===== config.mk =====
export PLATFORM = sky130hd
export DESIGN_NAME = sprite_fetch_ctrl
export DESIGN_NICKNAME = d
export VERILOG_FILES = /design/src/rtl/sprite_fetch_ctrl.sv
export SDC_FILE = /design/constraint.sdc
export NUM_CORES = 1
export LEC_CHECK = 0
export CAP_MARGIN = 20
export CELL_PAD_IN_SITES_DETAIL_PLACEMENT = 0
export CELL_PAD_IN_SITES_GLOBAL_PLACEMENT = 1
export CORE_ASPECT_RATIO = 1.25
export CORE_MARGIN = 1.5
export CORE_UTILIZATION = 36
export CTS_CLUSTER_DIAMETER = 120
export DETAILED_ROUTE_END_ITERATION = 10
export PLACE_DENSITY_LB_ADDON = 0.1
export SYNTH_ARGS = -nofsm -noshare
export SYNTH_HDL_FRONTEND = slang
export SYNTH_SLANG_ARGS = --single-unit

===== constraint.sdc =====
create_clock -name Clk -period 2 [get_ports Clk]
set_clock_uncertainty 0.2 [all_clocks]
set_input_delay 0.6 -clock Clk [delete_from_list [all_inputs] [get_ports Clk]]
set_output_delay 0.6 -clock Clk [all_outputs]
set_load 0.05 [all_outputs]

===== src/rtl/sprite_fetch_ctrl.sv =====
// Sprite fetch controller.
// Load side: streams colour nibbles from a loader into sprite RAM during
// video blanking, in raster order, SPRITE_W*SPRITE_H entries per sprite.
// Read side: every cycle, maps the current draw pixel onto a sprite RAM
// address. One cycle later the RAM returns the colour. The hit flag is
// delayed to line up with that colour, and transparent entries are masked.
//
// Loader handshake: ld_data is accepted on any rising edge where
// ld_valid and ld_ready are both 1. The loader holds ld_valid and ld_data
// steady until that edge. ld_ready is never raised outside blanking.
module sprite_fetch_ctrl #(
    parameter int         SPRITE_W = 30,
    parameter int         SPRITE_H = 30,
    parameter logic [3:0] TRANSP   = 4'h0
) (
    input  logic        Clk,
    input  logic        Reset_n,
    input  logic        blank,
    input  logic [9:0]  DrawX,
    input  logic [9:0]  DrawY,
    input  logic [9:0]  SpriteX,
    input  logic [9:0]  SpriteY,
    input  logic        ld_valid,
    input  logic [3:0]  ld_data,
    output logic        ld_ready,
    output logic        load_done,
    output logic        ram_we,
    output logic [18:0] ram_write_address,
    output logic [3:0]  ram_data_In,
    output logic [18:0] ram_read_address,
    input  logic [3:0]  ram_data_Out,
    output logic        pix_valid,
    output logic [3:0]  pix_color,
    output logic [1:0]  dbg_state
);

    localparam int          NPIX      = SPRITE_W * SPRITE_H;
    localparam logic [18:0] LAST_ADDR = 19'(NPIX - 1);

    typedef enum logic [1:0] {
        IDLE = 2'd0,
        LOAD = 2'd1,
        HOLD = 2'd2
    } load_state_t;

    load_state_t state, state_nxt;
    logic [18:0] wr_ptr, wr_ptr_nxt;
    logic        load_done_nxt;
    logic        xfer;

    // Load FSM state, write pointer and the registered completion pulse.
    always_ff @(posedge Clk or negedge Reset_n) begin
        if (!Reset_n) begin
            state     <= IDLE;
            wr_ptr    <= '0;
            load_done <= 1'b0;
        end else begin
            state     <= state_nxt;
            wr_ptr    <= wr_ptr_nxt;
            load_done <= load_done_nxt;
        end
    end

    // Load FSM next state, handshake and write-port control.
    always_comb begin
        state_nxt     = state;
        wr_ptr_nxt    = wr_ptr;
        load_done_nxt = 1'b0;
        ld_ready      = 1'b0;
        xfer          = 1'b0;
        case (state)
            IDLE: begin
                wr_ptr_nxt = '0;
                if (blank && ld_valid) begin
                    state_nxt = LOAD;
                end
            end
            LOAD: begin
                ld_ready = blank;
                xfer     = ld_valid && blank;
                if (xfer) begin
                    if (wr_ptr == LAST_ADDR) begin
                        wr_ptr_nxt    = '0;
                        load_done_nxt = 1'b1;
                        state_nxt     = IDLE;
                    end else begin
                        wr_ptr_nxt = wr_ptr + 19'd1;
                    end
                end else if (!blank && (wr_ptr != '0)) begin
                    // Active video interrupted a partial load: park and keep progress.
                    state_nxt = HOLD;
                end
            end
            HOLD: begin
                if (blank) begin
                    state_nxt = LOAD;
                end
            end
            default: begin
                state_nxt  = IDLE;
                wr_ptr_nxt = '0;
            end
        endcase
    end

    assign ram_we            = xfer;
    assign ram_write_address = wr_ptr;
    assign ram_data_In       = ld_data;
    assign dbg_state         = state;

    // Bounding-box test in 11 bits so SpriteX+SPRITE_W never wraps.
    logic [10:0] dx, dy, sx, sy, sx_end, sy_end;
    logic        hit;
    logic [9:0]  rel_x, rel_y;
    logic [18:0] rd_addr_nxt;

    assign dx          = {1'b0, DrawX};
    assign dy          = {1'b0, DrawY};
    assign sx          = {1'b0, SpriteX};
    assign sy          = {1'b0, SpriteY};
    assign sx_end      = sx + 11'(SPRITE_W);
    assign sy_end      = sy + 11'(SPRITE_H);
    assign hit         = (dx >= sx) && (dx < sx_end) && (dy >= sy) && (dy < sy_end);
    assign rel_x       = DrawX - SpriteX;
    assign rel_y       = DrawY - SpriteY;
    assign rd_addr_nxt = 19'(rel_y) * 19'(SPRITE_W) + 19'(rel_x);

    logic hit_d1, hit_d2;

    // Read address register (held on miss) and hit pipeline aligned to RAM latency.
    always_ff @(posedge Clk or negedge Reset_n) begin
        if (!Reset_n) begin
            ram_read_address <= '0;
            hit_d1           <= 1'b0;
            hit_d2           <= 1'b0;
        end else begin
            if (hit) begin
                ram_read_address <= rd_addr_nxt;
            end
            hit_d1 <= hit;
            hit_d2 <= hit_d1;
        end
    end

    assign pix_valid = hit_d2 && (ram_data_Out != TRANSP);
    assign pix_color = pix_valid ? ram_data_Out : 4'h0;

endmodule

==> impl_metrics.toml, run 1 <==
[floorplan]
coreArea_um2 = 13900
row_count = 48
start_util_pct = 37.3
die_h_um = 137
io_pins = 104
die_w_um = 110
die-area_um2 = 15200

[placement]
hpwl_um = 12600
gp_congestion = 0.885
port_buffers = 92

[logic_synthesis]
netlist.area_leader.share_pct = 19.3
synth_edf_count = 0
syn_area_per_cell_um2 = 8.40
syn_area_um2 = 5200
yosys.area.top_type = "dfrtp_1"
netlist_instances = 619
ys_ff_latch = 40
synthTopCellsByCount = "71 x ha_1, 71 x inv_1, 44 x nor2_1"
synth_cell_types = 73
async_flop_share_pct = 100
yosysWarnings = 0
ys.flop_type = "dfrtp_1"
synthTopCellsByArea = "dfrtp_1 19%, ha_1 17%, xnor2_1 6.7%"
yosysSeqAreaShare_pct = 19.3

[sta]
hold_viol_final = 0
timing.final.ws_setup_ns = -3.07
finalSetupTns_ns = -39.94
rsz0062_at_grt = "true"
hold-worst-slack_ns = 0.0698
drv_slew = 0
fmax_mhz = 197
post-route-period-util_pct = 253
layout_min_cycle_time_ns = 5.07
setup_viol = 20

[pwr]
power_frac_comb_pct = 86.6
peakVddDrop_mv = 1.17
p_sw_share_pct = 43.8
power.density_nw_per_um2 = 1740
leakagePower_nw = 4.39
power_frac_seq_pct = 7.6
internal_power_mw = 9.19
p_clk_share_pct = 5.8
p_sw_mw = 7.17

[route]
firstDrtPassIters = 4
vias_per_cell = 5.04
route.vias.total = 5509
wirelength_um = 15300
route.detailed.wl_per_inst_um = 14.0
route.detailed.drc = 0
drtIter0Drc = 108
route.antenna.remaining_nets = 0

[cts]
cts_root_buffer = "clkbuf_16"
clock_latency_ns = 0.29
clk_pin_slew_ns = 0.06
clock_sinks = 40
cts_tree = "built"
cts_buffers = 5
htree_levels = 2
clk_path_buf_depth = 2

[grt]
top_usage_layer = "met2"
grt_overflow = 0
first_global_vias = 5777
grt_pass1_wl_um = 25300
grtUsageMet3_pct = 1.94
met1_usage_pct = 19.6
antenna_found_initial = 0
grt_max_degree = 41
met2_usage_pct = 44.2
grt_util_all_layers_pct = 20.2

[layout]
seqCellArea_um2 = 1020
synthToLayoutAreaGrowth_pct = 80.6
nets = 1056
multi_input_area_um2 = 4640
n_fill_cell = 1138
drive_gt1_share_pct = 48.9
n_antenna_cell = 0

[job]
max_cap_violations = 0

[setup_path]
critPathLaunchType = "input pin"
end_kind = "flip-flop"
critPathKind = "in2reg"
critical_path_arrival_ns = 5.04
worst_ep_required_time_ns = 1.97
path_max_fanout = 4

[worst_hold_path]
holdCritPathClass = "in2async"

[status]
violations = "setup timing"
status = "finished, violations left"
layer usage:
metal / part of all wire (%) / vias up
met4: 2.3 / 0
li1: - / 2768
met2: 59 / 104
met1: 37 / 2612
met5: 0 / -
met3: 2.6 / 25
layout make-up:
type	instances	share of cell area (%)
clock buffers	5	1.33
inverters	73	3.13
multi-input cells	494	49.4
flip-flops and latches	40	10.9
well taps	175	2.33
clock inverters	3	0.493
repair buffers	303	32.4
placed cells by master, fill, tap and decap left out, types with 14 or more instances in the layout:
cell / count
dfrtp_1: 21
o21ai_1: 16
dfrtp_2: 19
ha_1: 54
a21oi_1: 22
nand2_1: 39
xnor2_1: 31
fa_1: 14
nand4_1: 14
clkdlybuf4s50_1: 28
nor2_1: 39
ha_4: 14
buf_12: 48
buf_6: 21
inv_1: 57
buf_4: 193
o21ai_0: 16
registers in the layout, summed over array words and instances, names as in the netlist:
signal             flops
dbg_state              2
hit_d1                 1
hit_d2                 1
load_done              1
ram_read_address      16
ram_write_address     19
logic make-up (layout without fill, tap and decap cells):
| group | count (synthesis) | in the layout | share of synthesized area [%] |
|---|---|---|---|
| AOI/OAI and AO/OA | 140 | 140 | 18.9 |
| xor gates and xnor gates | 46 | 46 | 8.02 |
| adders and majority gates | 88 | 88 | 23.4 |
| buffers and inverters | 90 | 384 | 7.25 |
| DFF | 40 | 40 | 19.3 |
| muxes | 16 | 16 | 3.39 |
| other | 1 | 3 | 0.0722 |
| and+or+nand+nor | 198 | 201 | 19.6 |
critical path: stages:
cell and delay [ns]:
buf_8 0.11, inv_8 0.04, ha_4 0.18, nor2b_1 0.12, o21a_1 0.18, o21a_1 0.20, o31a_1 0.31, a21oi_2 0.14
inv_1 0.08, fa_1 0.49, fa_1 0.50, inv_2 0.05, ha_4 0.23, o21a_1 0.11, o31a_4 0.11, o21a_1 0.16
nor2_1 0.10, xnor2_1 0.09, ha_1 0.35, o21a_1 0.16, nor2_1 0.05, a21oi_2 0.15, nand3_1 0.11, xnor2_1 0.15
mux2_4 0.27
power by group through the flow:
stage / sequential (mW) / combinational (mW) / clock [mW]
final: 1.24 / 14.2 / 0.949
after global routing: 1.27 / 15.4 / 1.00
after CTS: 1.24 / 13.3 / 0.960
after detailed placement: 1.27 / 12.2 / 0
after global placement: 1.26 / 11.9 / 0
after floorplan: 1.83 / 7.23 / 0
repair_timing:
item | in CTS | in global routing
gates cloned | 2 | 1
hold buffers | 0 | 0
pin swaps | 65 | 52
setup buffers | 20 | 10
endpoints found under the setup margin | 44 | 40
resized for setup | 131 | 70
final timing paths:
kind / startpoint / to / slack [ns] / depth (start not counted)
worst max-delay path: SpriteY[1] / ram_read_address[13]$_DFFE_PN0P_ / -3.07 / 25
worst min-delay path: Reset_n / dbg_state[1]$_DFFE_PN0P_ / 0.07 / 2
worst max register to register: ram_write_address[14]$_DFFE_PN0P_ / ram_write_address[3]$_DFFE_PN0P_ / -0.05 / 7
worst min register to register: hit_d1$_DFF_PN0_ / hit_d2$_DFF_PN0_ / 0.15 / 0
max in group asynchronous: Reset_n / ram_write_address[15]$_DFFE_PN0P_ / 1.31 / 2
min in group Clk: hit_d1$_DFF_PN0_ / hit_d2$_DFF_PN0_ / 0.15 / 0
per-stage QoR:
| stage | worst slack, ns | instance area [µm²] | cells | power [mW] | utilization (%) |
|---|---|---|---|---|---|
| after floorplan | -3.11 | 5570 | 621 | 9.06 | - |
| after global placement | -3.79 | 8420 | 1055 | 13.2 | 60.4 |
| after detailed placement | -3.91 | 8420 | 1055 | 13.5 | 60.4 |
| after CTS | -3.08 | 9080 | 1083 | 15.5 | 65.2 |
| after global routing | -3.28 | 9390 | 1093 | 17.7 | 67.4 |
| final | -3.07 | 9390 | 1093 | 16.4 | 67.4 |
No activity file was read; power rests on OpenSTA's default activity.
==> run 2: changes to the inputs <==
--- a/config.mk
+++ b/config.mk
@@ -5,6 +5,7 @@
 export SDC_FILE = /design/constraint.sdc
 export NUM_CORES = 1
 export LEC_CHECK = 0
+export ABC_CLOCK_PERIOD_IN_PS = 2000
 export CAP_MARGIN = 20
 export CELL_PAD_IN_SITES_DETAIL_PLACEMENT = 0
 export CELL_PAD_IN_SITES_GLOBAL_PLACEMENT = 1
==> results of run 2 <==
No change in the layout: final DEF, timing and power equal those of run 1.
